$ cat src/rtl/ip_axi_wr_cmd_splitter.sv
// Splits a word-granular write command into AXI bursts that never cross a 4 KiB
// boundary or exceed MAX_BURST_WORDS, issuing one burst at a time.
module ip_axi_wr_cmd_splitter #(
    parameter int ADDR_WIDTH      = 64,
    parameter int BUS_MULTIPLIER  = 1,
    parameter int MAX_BURST_WORDS = 256
) (
    input  logic                  clock,
    input  logic                  reset_n,
    input  logic                  cmd_valid,
    output logic                  cmd_ready,
    input  logic [ADDR_WIDTH-1:0] cmd_addr,
    input  logic [31:0]           cmd_len,
    output logic                  sys_write_req,
    output logic [ADDR_WIDTH-1:0] sys_write_addr,
    output logic [15:0]           sys_write_burst_size,
    input  logic                  sys_write_master_ready,
    input  logic                  sys_write_resp_valid,
    input  logic [1:0]            sys_write_resp,
    output logic                  sys_write_resp_ready,
    output logic                  busy,
    output logic                  done,
    output logic                  done_err
);

    localparam int BYTES = 4 * BUS_MULTIPLIER;
    localparam int SHIFT = $clog2(BYTES);

    localparam logic [2:0] S_IDLE = 3'd0;
    localparam logic [2:0] S_CALC = 3'd1;
    localparam logic [2:0] S_REQ  = 3'd2;
    localparam logic [2:0] S_WAIT = 3'd3;
    localparam logic [2:0] S_DONE = 3'd4;

    if ((1 << SHIFT) != BYTES) begin : g_bad_bm
        $error("BUS_MULTIPLIER must make the bus word a power of two bytes");
    end
    if (MAX_BURST_WORDS < 1 || MAX_BURST_WORDS > 256) begin : g_bad_max
        $error("MAX_BURST_WORDS must be in 1..256");
    end

    logic [2:0]            state_q, state_d;
    logic [ADDR_WIDTH-1:0] cur_addr_q, cur_addr_d;
    logic [31:0]           remaining_q, remaining_d;
    logic [15:0]           burst_q, burst_d;
    logic                  err_q, err_d;

    logic [12:0] to_4k_bytes;
    logic [31:0] words_to_4k;
    logic [31:0] burst_calc;
    logic        cmd_fire;
    logic        req_fire;
    logic        resp_fire;

    // 13 bits so an aligned address yields a full 4096 bytes rather than 0
    assign to_4k_bytes = 13'd4096 - {1'b0, cur_addr_q[11:0]};
    assign words_to_4k = 32'(to_4k_bytes >> SHIFT);

    always_comb begin
        burst_calc = remaining_q;
        if (burst_calc > 32'(MAX_BURST_WORDS)) begin
            burst_calc = 32'(MAX_BURST_WORDS);
        end
        if (burst_calc > words_to_4k) begin
            burst_calc = words_to_4k;
        end
    end

    assign cmd_fire  = cmd_valid & cmd_ready;
    assign req_fire  = (state_q == S_REQ) & sys_write_master_ready;
    assign resp_fire = (state_q == S_WAIT) & sys_write_resp_valid;

    always_comb begin
        state_d     = state_q;
        cur_addr_d  = cur_addr_q;
        remaining_d = remaining_q;
        burst_d     = burst_q;
        err_d       = err_q;
        case (state_q)
            S_IDLE: begin
                if (cmd_fire) begin
                    cur_addr_d  = cmd_addr;
                    remaining_d = cmd_len;
                    err_d       = 1'b0;
                    state_d     = (cmd_len != 32'd0) ? S_CALC : S_DONE;
                end
            end
            S_CALC: begin
                burst_d = burst_calc[15:0];
                state_d = S_REQ;
            end
            S_REQ: begin
                if (req_fire) begin
                    cur_addr_d  = cur_addr_q + (ADDR_WIDTH'(burst_q) << SHIFT);
                    remaining_d = remaining_q - 32'(burst_q);
                    state_d     = S_WAIT;
                end
            end
            S_WAIT: begin
                if (resp_fire) begin
                    err_d   = err_q | (sys_write_resp != 2'b00);
                    state_d = (remaining_q != 32'd0) ? S_CALC : S_DONE;
                end
            end
            S_DONE: begin
                state_d = S_IDLE;
            end
            default: begin
                state_d = S_IDLE;
            end
        endcase
    end

    always_ff @(posedge clock or negedge reset_n) begin
        if (!reset_n) begin
            state_q     <= S_IDLE;
            cur_addr_q  <= '0;
            remaining_q <= '0;
            burst_q     <= '0;
            err_q       <= 1'b0;
        end else begin
            state_q     <= state_d;
            cur_addr_q  <= cur_addr_d;
            remaining_q <= remaining_d;
            burst_q     <= burst_d;
            err_q       <= err_d;
        end
    end

    // cmd_ready is held low while reset is asserted
    assign cmd_ready            = reset_n & (state_q == S_IDLE);
    assign sys_write_req        = (state_q == S_REQ);
    assign sys_write_addr       = cur_addr_q;
    assign sys_write_burst_size = burst_q;
    assign sys_write_resp_ready = (state_q == S_WAIT);
    assign busy                 = (state_q != S_IDLE);
    assign done                 = (state_q == S_DONE);
    assign done_err             = (state_q == S_DONE) & err_q;

endmodule

$ cat config.mk
export PLATFORM = sky130hd
export DESIGN_NAME = ip_axi_wr_cmd_splitter
export DESIGN_NICKNAME = d
export VERILOG_FILES = /design/src/rtl/ip_axi_wr_cmd_splitter.sv
export SDC_FILE = /design/constraint.sdc
export NUM_CORES = 1
export LEC_CHECK = 0
export BUFFER_PORTS_ARGS = -buffer_cell sky130_fd_sc_hd__buf_2
export CAP_MARGIN = 20
export CELL_PAD_IN_SITES_DETAIL_PLACEMENT = 0
export CELL_PAD_IN_SITES_GLOBAL_PLACEMENT = 1
export CORE_UTILIZATION = 41
export CTS_CLUSTER_DIAMETER = 100
export CTS_CLUSTER_SIZE = 28
export DETAILED_ROUTE_END_ITERATION = 10
export PLACE_DENSITY_LB_ADDON = 0.12
export SYNTH_ARGS = -nofsm -noshare
export SYNTH_HDL_FRONTEND = slang
export SYNTH_SLANG_ARGS = --single-unit
$ cat constraint.sdc
create_clock -name clock -period 4.1 [get_ports clock]
set_input_delay 1.23 -clock clock [delete_from_list [all_inputs] [get_ports clock]]
set_output_delay 1.23 -clock clock [all_outputs]
set_load 0.03 [all_outputs]
### Word-level counts from Yosys, hierarchy flattened

Index checks and enable logic that the tools add are counted.

| cells by class | value |
|---|---|
| bitwise gates (word level) | 6 |
| add/subtract/negate cells | 3 |
| order comparisons | 2 |
| reductions and logical operators | 10 |
| equal/unequal tests | 7 |
| multiplexer cells | 17 |

Operator list:

| kind | number |
|---|---|
| 64-bit two-way mux | 2 |
| 64-bit one-hot mux with 2 select lines | 1 |
| 32-bit two-way mux | 3 |
| 64-bit by 18-bit adder with 64-bit output | 1 |
| 32-bit one-hot mux with 2 select lines | 1 |
| 32-bit nonzero test | 2 |
| 32-bit by 11-bit greater-than comparator with 1-bit output | 1 |
| 32-bit by 9-bit greater-than comparator with 1-bit output (second input constant) | 1 |
| 32-bit by 16-bit subtractor with 32-bit output | 1 |
| 16-bit two-way mux | 1 |
| 3-bit two-way mux | 5 |
| 13-bit by 12-bit subtractor with 13-bit output (first input constant) | 1 |
| 3-bit one-hot mux with 4 select lines | 1 |
| 3-bit AND reduction | 3 |
| 3-bit by 2-bit equality test with 1-bit output (second input constant) | 2 |
| 2-bit nonzero test | 3 |
| 1-bit bitwise AND | 5 |
| 2-bit by 1-bit inequality test with 1-bit output (second input constant) | 2 |
| 3-bit by 1-bit equality test with 1-bit output (second input constant) | 1 |
| 3-bit equality test (second input constant) | 1 |
| 3-bit zero test | 1 |
| 3-bit nonzero test | 1 |
| 1-bit two-way mux | 2 |
| 2-bit inequality test (second input constant) | 1 |
| other kinds (2) | 2 |

| storage, ports and cells | value |
|---|---|
| bits of input ports | 103 |
| register bits | 116 |
| word-level logic and storage cells | 50 |
| output and inout bits | 86 |

### Logic depth before layout (Yosys ltp)

Gate-level depths: netlist of run 1.

| logic depth | value |
|---|---|
| depth in word-level cells | 5 |
| gate-level depth with buffers | 17 |
| mapped depth without buffers | 16 |

### Worst setup path before layout of run 1

No wires, ideal clock.

| timing path | value |
|---|---|
| path type | reg2reg |
| start point | register remaining_q[16] |
| end point | register burst_q[6], in the netlist sys_write_burst_size[6] |
| slack | 0.556 ns |
| clock period less this slack | 3.544 ns |
| setup time | 0.124 ns |
| buffers on the path | 2 |
| cell stages (with the launch flop) | 15 |
| arrival | 3.420 ns |
| required time | 3.976 ns |
| cell sequence | dfrtp_1 > buf_6 > or3_4 > or4b_4 > nor4_4 > and2_2 > ha_1 > a21o_1 > a21o_1 > a21oi_1 > o211ai_1 > nand2_1 > clkbuf_1 > nor3_1 > a211o_1 |

| between the ends | value |
|---|---|
| word-level cells in the longest chain between the ends | 4 |

Ends and longest elaborated chain:

| what | line | RTL |
|---|---|---|
| from (decl) | 44 | `logic [31:0] remaining_q, remaining_d;` |
| from (signal assigned) | 124 | `remaining_q <= remaining_d;` |
| 32-bit by 9-bit greater-than comparator with 1-bit output | 61 | `if (burst_calc > 32'(MAX_BURST_WORDS)) begin` |
| 32-bit two-way mux (*) | 61 |  |
| 32-bit by 11-bit greater-than comparator with 1-bit output | 64 | `if (burst_calc > words_to_4k) begin` |
| 16-bit two-way mux (*) | 64 |  |
| to (signal assigned) | 125 | `burst_q <= burst_d;` |
| to (decl) | 45 | `logic [15:0] burst_q, burst_d;` |

Mark *: on every way between the ends. The rest lies on a longest branch, timed or not.
A chain may end at the register's enable or synchronous reset.

### Worst setup path in the final report of run 1

| timing path | value |
|---|---|
| start point | register remaining_q[18] |
| end point | register burst_q[0], in the netlist sys_write_burst_size[0] |

Same word-level chain as after synthesis.

==> key figures, run 1 <==
Status
  – Status: finished clean

Critical path
  – Top cell by count, worst path: buf_4
  – Setup crit end kind: register
  – Crit path buffers/inverters: 3
  – Critical-path top delay cell: or4b_4
  – Crit Path Category: reg2reg
  – Delay-heaviest family, CP: simple AND/OR/NAND/NOR gates
  – R2R depth: 16
  – RR Startpoint: remaining_q[18]
  – Maximum fanout along the worst path: 9
  – RR Endpoint: sys_write_burst_size[0]
  – CP required: approximately 4.4 ns
  – CP max stage delay: about 0.56 ns
  – Crit path launch type: register
  – CP arrival: between 3 and 4 ns
  – Critical path cell sequence: or3_4, or4b_4, nor4_4, buf_4, inv_2, nor2_2, ha_1, nor2b_1, o21ai_0, nand2b_1, a21oi_1, o211ai_1, nand2_1, buf_4, mux2i_1, o21ai_1
  – Reg2reg setup slack: 0.39 ns

Yosys
  – Post-Syn Area per Cell: 8.07 um2
  – Syn Std Cell Area: between 8000 and 9000 um2
  – Post-synth EDFFs: 0
  – Post-Synth XOR/XNOR Area: 0.0242
  – Distinct cells, synth: 75
  – Largest family of logic cells by synthesized area: simple AND/OR/NAND/NOR gates
  – Yosys reg bits: about 120
  – Yosys Warn Count: 0
  – Compound-Gate Fraction of Synth Area: 0.231
  – Post-Syn Instances: between 1000 and 1500
  – Mux cell area share after synthesis: 0.0294
  – Post-Synth Simple-Gate Area: 0.265
  – Synth Area in Adders: 0.0666
  – Post-synthesis sequential area ratio: 0.334
  – Synth Flop Type: dfrtp_1
  – FFs w/ async S/R, synth: 1.00

Floorplanning
  – Starting density of the core: 0.424
  – Core Area: approximately 20000 um2
  – Chip width: between 100 and 150 um
  – Ports: roughly 190
  – Die Area: between 20000 and 25000 um2
  – Die Y: approximately 150 um
  – Rows: between 50 and 60

Worst hold path
  – Hold Path Sink: remaining_q[11]
  – Hold depth: 2
  – Hold_sp: remaining_q[11]
  – Hold WC Path Type: reg2reg

Final layout
  – Fill cell count: 2055
  – Diodes inserted: 0
  – Multi-input gate area in the final layout: between 5000 and 6000 um2
  – P&R area growth vs syn: 21.2%
  – Fraction of layout cells with a size suffix above 1: 0.226
  – Register Area: 2900 um2
  – Net count, final: 1394
  – Post-route cell area: approximately 11000 um2

Global route
  – Initial antenna violation count: 0
  – Vias in the first global route: 8715
  – First-pass GRT wire length: between 40000 and 50000 um
  – Tot GR Track Use: 0.287
  – Overflow after GRT: 0
  – Largest net degree at the start of global routing: 64

CTS
  – CTS H-tree lvls: 4
  – Sinks on Clock Net: approximately 120
  – Post-CTS Resized: 0
  – CTS clk-pin slew, worst paths: approximately 0.06 ns
  – Total setup buffers inserted after CTS: 0
  – Total CTS buffers: 17
  – Skew-Pair Late Insertion Delay: ~0.42 ns
  – CTS Hold Bufs: 0
  – Clock root buffer: clkbuf_16
  – Deepest clock path buffer count: 2
  – CTS tree: yes

STA
  – Setup TNS: 0 ns
  – Layout Skew: 0.0110 ns
  – Max Clk Rate: 269 MHz
  – Final-report setup violation count: 0
  – Worst Tran Pin Value: ~0.9 ns
  – Relative slew slack: 0.408
  – WHS: 0.519 ns
  – RSZ-0062 raised after global routing: no
  – Final Hold Violating Endpoints: 0
  – Final cycle utilization of the critical path: 0.906
  – Fin crit period: 3.71 ns
  – Count of final max-slew check failures: 0

Place
  – Placed Area: about 9900 um2
  – DPL Wire Length: about 22000 um
  – Routability cong.: ~0.9
  – Port-buffer cells: ~190

Power and ir drop
  – P_leak: 4.73 nW
  – Pwr dens: between 800 and 900 nW/um2
  – Worst vdd ir: 328 uV

Routing
  – Vias per cell: approximately 5.9
  – DR WL/cell: about 20 um
  – Final ANT Viol Nets: 0
  – Router iterations before antenna repair: 6
  – Routed WL: between 30000 and 40000 um
  – Initial DRC Count: 567
  – Residual DRC: 0
  – Routed vias: 8994

Flow run
  – Max-cap violations: 0
[cells by family (layout without fill, tap and decap cells)]
logic type	after synthesis	after routing
buf+inv	98	278
fa+ha+maj	45	45
simple gates	454	454
other cells	1	2
mux	25	25
xor+xnor	24	24
compound gates	313	313
flops	116	116
[per-layer routing]
layer	wire length, um	GRT usage
met2	14600	0.465
met1	13800	0.388
met5	0	0
met3	1840	0.0512
met4	445	0.0876
[state kept, by name, indices dropped and copies added, names as in the netlist]
register              count
sys_write_addr           64
remaining_q              32
sys_write_burst_size     16
err_q                     1
state_q                   3
[where the power goes]
| group | internal [mW] | total, mW | switching (mW) | leakage (nW) |
|---|---|---|---|---|
| combinational | 1.80 | 5.04 | 3.24 | 3.02 |
| clock | 1.12 | 1.68 | 0.564 | 0.315 |
| sequential | 1.62 | 2.28 | 0.660 | 1.39 |
| total | 4.55 | 9.01 | 4.46 | 4.73 |
[final cells by class]
class	instances	share of cell area
Inverter	38	0.0136
Tap cell	270	0.0321
Multi-Input combinational cell	863	0.511
Sequential cell	116	0.276
Clock inverter	9	0.0168
Timing Repair Buffer	210	0.107
Clock buffer	21	0.0447
[how the worst max path moves through the flow]
stage / from / to / slack (ns) / cells after the start
floorplan: remaining_q[16] / sys_write_burst_size[6] / 0.56 / 14
global route: remaining_q[21] / sys_write_burst_size[5] / 0.12 / 16
detailed placement: remaining_q[18] / sys_write_burst_size[0] / 0.42 / 16
CTS: remaining_q[18] / sys_write_burst_size[0] / 0.39 / 16
global placement: remaining_q[18] / sys_write_burst_size[0] / 0.49 / 16
finish: remaining_q[18] / sys_write_burst_size[0] / 0.39 / 16
[Yosys cell counts, types with 12 or more instances]
library cell    n  area [um2]
mux2i_1        21         210
and2_1         12        75.1
a21oi_1        94         470
a21o_1         22         165
clkbuf_1       44         165
inv_1          36         135
o211ai_1       17         128
nand3_1        48         240
nor4_1         17         106
or3_1          16         100
o21ai_0        44         220
xor2_1         13         114
dfrtp_1       116        2900
nor3_1         44         220
o22ai_1        33         206
a31oi_1        24         150
nor2_1         90         338
ha_1           43         538
and3_1         22         138
nand2_1       127         477
nand4_1        24         150
[through the flow]
step	utilization	cells	setup slack, ns	total power, mW
after global placement	0.482	1497	0.492	7.27
after floorplan	-	1077	0.556	5.82
after global routing	0.514	1527	0.115	9.68
final	0.514	1527	0.385	9.01
after CTS	0.514	1527	0.395	9.01
after detailed placement	0.482	1497	0.420	7.30
[worst register-to-register path, stage by stage (launching register included)]
cell	delay, ns
dfrtp_1	0.42
or3_4	0.44
or4b_4	0.56
nor4_4	0.21
buf_4	0.21
inv_2	0.08
nor2_2	0.11
ha_1	0.25
nor2b_1	0.13
o21ai_0	0.14
nand2b_1	0.07
a21oi_1	0.15
o211ai_1	0.09
nand2_1	0.25
buf_4	0.21
mux2i_1	0.19
o21ai_1	0.07
[layout by cell type (no fill, tap or decap), types with 7 or more instances in the layout]
cell type / count
or3_1: 15
o22ai_1: 33
nand3_1: 48
and2_1: 11
a31oi_1: 24
a211oi_1: 9
a21oi_1: 94
nor4_1: 17
o31ai_1: 7
a21o_1: 22
buf_2: 187
o211ai_1: 17
a211o_1: 7
xor2_1: 13
nor2_1: 89
inv_1: 36
buf_4: 22
ha_1: 43
and3_1: 22
mux2i_1: 21
dfrtp_1: 116
xnor2_1: 11
clkbuf_16: 17
nand2b_1: 11
nand2_1: 126
nor3_1: 44
nor2b_1: 8
o21ai_0: 44
nand4_1: 24
a311oi_1: 8
Note: power is estimated with default switching activity, not from simulation.
==> run 2, diff against run 1 <==
- ABC_AREA: default -> 1
- CORE_UTILIZATION: 41 -> 39
==> run 2 against run 1 <==
  * Register-to-register slack better by 0.51 ns
  * Critical endpoint is now sys_write_burst_size[2]
  * Sequential share of layout area decreased by 4.4 points
  * Highest routed layer unchanged
  * Largest power group unchanged
  * Worst hold slack got worse by 0.013 ns
  * Die area is 28% higher
==> key figures, run 2 <==
Final layout
  – Fraction of layout cells with a size suffix above 1: 0.124
  – Most frequent cells in the layout: nand2_1, inv_1, buf_2
  – Diodes inserted: 0
  – Register Area: ~2900 um2
  – Fill cell count: roughly 3000
  – Commonest non-fill, non-tap cell in the layout: nand2_1
  – Multi-input gate area in the final layout: ~6600 um2
  – P&R area growth vs syn: 17.8%
  – Number of flip-flops in the largest register: 64
  – Net count, final: 2129
  – Post-route cell area: between 10000 and 15000 um2

CTS
  – Sinks on Clock Net: 116
  – CTS tree: yes
  – CTS H-tree lvls: 4
  – Post-CTS Resized: 0
  – CTS Hold Bufs: 0
  – Clock root buffer: clkbuf_16
  – Total setup buffers inserted after CTS: 0
  – Deepest clock path buffer count: 2
  – Total CTS buffers: 17
  – Skew-Pair Late Insertion Delay: roughly 0.43 ns
  – CTS clk-pin slew, worst paths: ~0.07 ns

STA
  – Final cycle utilization of the critical path: 0.782
  – Final Hold Violating Endpoints: 0
  – Setup TNS: 0 ns
  – Relative slew slack: 0.457
  – Fin crit period: about 3.2 ns
  – Layout Skew: 0.0124 ns
  – Count of final max-slew check failures: 0
  – Worst Tran Pin Value: around 0.81 ns
  – Final-report setup violation count: 0
  – RSZ-0062 raised after global routing: no
  – Max Clk Rate: 312 MHz

Routing
  – Initial DRC Count: approximately 1000
  – Routed vias: between 10000 and 15000
  – Final ANT Viol Nets: 0
  – Router iterations before antenna repair: 7
  – Vias per cell: 5.20
  – Residual DRC: 0
  – DR WL/cell: 17.8 um
  – Routed WL: between 40000 and 50000 um

Flow run
  – Max-cap violations: 0

Critical path
  – Top cell by count, worst path: nand2_1
  – CP max stage delay: roughly 0.44 ns
  – Setup crit end kind: register
  – Crit path launch type: register
  – Critical path cell sequence: inv_1, nand2_1, nor2_4, nand4_1, nor2_2, nand3_1, inv_1, ha_1, a21oi_1, nor2_1, nor2_1, nand3_1, nand2_1, nand2_1, nand2_1, nand2_1, nand3_1, nand2_1
  – CP required: 4.42 ns
  – CP arrival: 3.52 ns
  – Critical-path top delay cell: nor2_2
  – Crit Path Category: reg2reg
  – Maximum fanout along the worst path: 11

Yosys
  – Syn Std Cell Area: ~11000 um2
  – Most frequent cell after synthesis: nand2_1
  – Yosys top cell area share: 0.273
  – Post-Syn Instances: 1806
  – Yosys top cell by area: dfrtp_1
  – Synth top cells by count: nand2_1, inv_1, nor2_1
  – Post-synth EDFFs: 0
  – Synth top area cells: dfrtp_1, nand2_1, inv_1
  – Post-Syn Area per Cell: ~6 um2
  – Distinct cells, synth: 42
  – Yosys reg bits: 116
  – Post-synthesis sequential area ratio: 0.273
  – Yosys Warn Count: 0
  – Synth Flop Type: dfrtp_1
  – FFs w/ async S/R, synth: 1.00

Global route
  – Largest net degree at the start of global routing: around 120
  – First-pass GRT wire length: 65200 um
  – Overflow after GRT: 0
  – Vias in the first global route: between 10000 and 15000
  – Initial antenna violation count: 0
  – Tot GR Track Use: 0.303

Place
  – Port-buffer cells: around 190
  – Routability cong.: ~0.9
  – Placed Area: 11900 um2
  – DPL Wire Length: 32700 um

Power and ir drop
  – P_leak: a little under 7 nW
  – Seq pwr share: 0.246
  – Net load switching power: just under 6 mW
  – Logic pwr share: 0.592
  – Pwr dens: a little over 800 nW/um2
  – Sw Share: 0.558
  – Cell-internal power: between 4 and 5 mW
  – Worst vdd ir: approximately 330 uV
  – Clk pwr share: 0.162

Status
  – Status: finished clean

Worst hold path
  – Hold WC Path Type: reg2reg

Floorplanning
  – Chip width: between 150 and 200 um
  – Die Area: roughly 28000 um2
  – Starting density of the core: 0.396
  – Core Area: 26800 um2
  – Rows: 60
  – Ports: around 190
  – Die Y: 167 um
## run 2: changes by cell type in the layout (fill, tap and decap cells not counted), moves of 15 or more
cell,previous run,this run
inv_1,36,242
and3_1,22,4
or3_1,15,0
nand3_1,48,176
nor2_1,89,180
a21oi_1,94,66
nand2_1,126,679
o21ai_0,44,75
mux2i_1,21,0
o22ai_1,33,9
a21o_1,22,3
a31oi_1,24,2
## run 2: path summary, 6_finish.rpt
check | from | end | slack, ns | cells after the start
worst min-delay path | remaining_q[25] | remaining_q[25] | 0.51 | 2
worst max-delay path | remaining_q[18] | sys_write_burst_size[2] | 0.89 | 18
max in group asynchronous | reset_n | sys_write_addr[48] | 2.60 | 2
worst min register to register | remaining_q[25] | remaining_q[25] | 0.51 | 2
worst max register to register | remaining_q[18] | sys_write_burst_size[2] | 0.89 | 18
min in group asynchronous | reset_n | remaining_q[3] | 0.91 | 2
## run 2: worst max-delay path: cells and delay by family, from the launching register on
kind	cells	cell delay (ns)
AND/OR/NAND/NOR	14	2.09
flip-flops	1	0.42
adder cells (fa/ha/maj)	1	0.24
buffers and inverters	2	0.19
AO/OA/AOI/OAI	1	0.15
## run 2: cells by family (layout without fill, tap and decap cells)
group,after synthesis,after routing,share of synthesized area
compound gates,204,204,0.107
flops,116,116,0.273
fa+ha+maj,45,45,0.0545
xor+xnor,17,17,0.0140
buf+inv,292,479,0.107
simple gates,1131,1131,0.443
other cells,1,2,0.000353
## run 2: per-layer routing
layer | share of wire | up-vias | track usage
met2 | 0.43 | 377 | 0.471
met3 | 0.052 | 46 | 0.0378
li1 | - | 6105 | -
met4 | 0.019 | 0 | 0.0805
met5 | 0 | - | 0
met1 | 0.49 | 5615 | 0.440
## run 2: area by class of cell
class,instances,area share
flip-flops and latches,116,0.232
clock inverters,15,0.0161
clock buffers,17,0.0340
inverters,249,0.0748
well taps,341,0.0341
multi-input cells,1399,0.526
repair buffers,198,0.0825
## run 2: power by group through the flow
stage	Combinational, mW	Sequential [mW]	Clock (mW)
floorplan	3.78	2.91	0
global placement	6.02	2.54	0
detailed placement	6.09	2.54	0
CTS	6.11	2.53	1.69
global route	6.87	2.62	1.73
finish	6.11	2.54	1.67
## run 2: stage by stage
stage | util | power, mW | cells | worst slack [ns] | hold slack, ns
floorplan | - | 6.69 | 1807 | 1.17 | 0.457
global placement | 0.443 | 8.57 | 2303 | 1.01 | 0.487
detailed placement | 0.443 | 8.63 | 2303 | 0.950 | 0.495
CTS | 0.466 | 10.3 | 2335 | 0.931 | 0.512
global route | 0.466 | 11.2 | 2335 | 0.548 | 0.520
finish | 0.466 | 10.3 | 2335 | 0.892 | 0.506
==> run 3, diff against run 2 <==
- clock period: 4.1 -> 3.1 ns (I/O delays scaled with it)
==> run 3 against run 2 <==
  * Critical path depth is 3 lower
  * Clock power is 10% higher
  * Final area hardly changed
  * Combinational power is 36% higher
  * Total power is 31% higher
  * Sequential power is 31% higher
  * Non-clock buffer count is 11 higher
  * Wire length is 0.74% higher
  * Clock skew is 0.0011 ns higher
  * Worst setup slack worse by 0.64 ns
  * Critical path type unchanged
  * Largest cell class unchanged
  * Largest power group unchanged
==> key figures, run 3 (synthesized netlist as in run 2, its figures left out) <==
STA
  – Fin crit period: 2.85 ns
  – Max Clk Rate: ~350 MHz
  – Relative slew slack: 0.553
  – Final Hold Violating Endpoints: 0
  – Count of final max-slew check failures: 0
  – Setup TNS: 0 ns
  – Setup WS post-layout: between 0.2 and 0.25 ns
  – Layout Skew: around 0.014 ns
  – Worst Tran Pin Value: between 0.6 and 0.7 ns
  – WHS: about 0.34 ns
  – Final cycle utilization of the critical path: 0.919
  – RSZ-0062 raised after global routing: no
  – Final-report setup violation count: 0

Routing
  – DR WL/cell: between 15 and 20 um
  – Routed vias: 12200
  – Routed WL: about 42000 um
  – Final ANT Viol Nets: 0
  – Initial DRC Count: slightly below 1000
  – Vias per cell: between 5 and 6
  – Router iterations before antenna repair: 6
  – Residual DRC: 0

Critical path
  – Crit path buffers/inverters: 3
  – Maximum fanout along the worst path: 6
  – Delay-heaviest family, CP: simple AND/OR/NAND/NOR gates
  – Top cell by count, worst path: nand2_1
  – Critical path cell sequence: ha_1, inv_1, fa_1, inv_1, nand3_1, nand3_1, nand2_1, nand3_1, nand2_1, nand2_1, nand3_1, o21ai_0, nand2_1, nand2_1, inv_1
  – Critical-path top delay cell: dfrtp_1
  – RR Startpoint: sys_write_addr[2]
  – Crit Path Category: reg2reg
  – Setup crit start: sys_write_addr[2]
  – Crit path launch type: register
  – Setup crit end kind: register
  – CP max stage delay: around 0.48 ns
  – CP required: around 3.4 ns
  – CP arrival: ~3.2 ns

Final layout
  – Fill cell count: slightly below 3000
  – Most frequent cells in the layout: nand2_1, inv_1, buf_2
  – P&R area growth vs syn: 17.9%
  – Commonest non-fill, non-tap cell in the layout: nand2_1
  – Diodes inserted: 0
  – Register Area: 2900 um2
  – Net count, final: 2140
  – Fraction of layout cells with a size suffix above 1: 0.128
  – Multi-input gate area in the final layout: ~6600 um2
  – Number of flip-flops in the largest register: 64

Global route
  – Initial antenna violation count: 0
  – First-pass GRT wire length: around 65000 um
  – Largest net degree at the start of global routing: 111
  – Tot GR Track Use: 0.305
  – Vias in the first global route: roughly 11000
  – Overflow after GRT: 0

CTS
  – Deepest clock path buffer count: 2
  – CTS Hold Bufs: 0
  – CTS H-tree lvls: 4
  – Skew-Pair Late Insertion Delay: between 0.4 and 0.5 ns
  – Clock root buffer: clkbuf_16
  – Sinks on Clock Net: around 120
  – Total CTS buffers: 17
  – CTS tree: yes
  – CTS clk-pin slew, worst paths: approximately 0.060 ns

Floorplanning
  – Rows: 60
  – Core Area: roughly 27000 um2
  – Starting density of the core: 0.396
  – Ports: about 190
  – Chip width: ~170 um
  – Die Area: around 28000 um2
  – Die Y: ~170 um

Power and ir drop
  – Tot Pwr: approximately 13 mW
  – P_leak: a little under 7 nW
  – Pwr dens: 1080 nW/um2
  – Worst vdd ir: roughly 420 uV

Place
  – DP Worst Slack: around 0.18 ns
  – DPL Wire Length: around 33000 um
  – Port-buffer cells: 188
  – Routability cong.: 0.941

Flow run
  – Max-cap violations: 0

Status
  – Status: finished clean

Worst hold path
  – Hold WC Path Type: in2async
==> run 3: cell types whose count changed in the layout (fill, tap and decap cells not counted), moves of 2 or more <==
cell,before,now
buf_4,10,19
clkbuf_1,0,3
bufinv_16,4,0
buf_12,1,3
inv_6,4,1
clkinv_4,1,3
==> run 3: area by class of cell <==
class / count / share of cell area
clock buffer: 20 / 0.0349
clock inverter: 12 / 0.00680
inverter: 249 / 0.0747
multi-input combinational: 1399 / 0.526
sequential: 116 / 0.232
tap: 341 / 0.0341
timing repair buffer: 209 / 0.0910
==> run 3: worst paths after layout <==
kind | cells past startpoint | end | slack [ns]
worst max-delay path | 15 | sys_write_addr[18] | 0.25
worst min-delay path | 1 | remaining_q[26] | 0.34
worst max register to register | 15 | sys_write_addr[18] | 0.25
worst min register to register | 2 | remaining_q[26] | 0.51
max in group asynchronous | 2 | sys_write_addr[43] | 1.86
min in group clock | 2 | remaining_q[26] | 0.51
==> run 3: timing repair <==
item / in CTS / in global routing
endpoints found under the hold margin: 0 / 0
buffers inserted: 0 / 1
gates resized for setup: 0 / 3
endpoints found under the setup margin: 0 / 11
==> run 3: stage by stage <==
stage | utilization | instance area (um2) | cells
after floorplan | - | 10600 | 1807
after global placement | 0.447 | 12000 | 2313
after detailed placement | 0.447 | 12000 | 2313
after CTS | 0.466 | 12500 | 2345
after global routing | 0.467 | 12500 | 2346
final | 0.467 | 12500 | 2346
==> run 3: power breakdown <==
| group | internal, mW | switching (mW) | total [mW] |
|---|---|---|---|
| sequential | 2.23 | 1.12 | 3.34 |
| combinational | 2.55 | 5.74 | 8.29 |
| clock | 1.02 | 0.818 | 1.84 |
| total | 5.80 | 7.67 | 13.5 |
==> run 3: metal layers <==
layer,up-vias,GRT usage,part of all wire
li1,6132,-,-
met1,5583,0.439,0.49
met2,424,0.479,0.43
met3,36,0.0468,0.065
met4,0,0.0656,0.016
met5,-,0,0
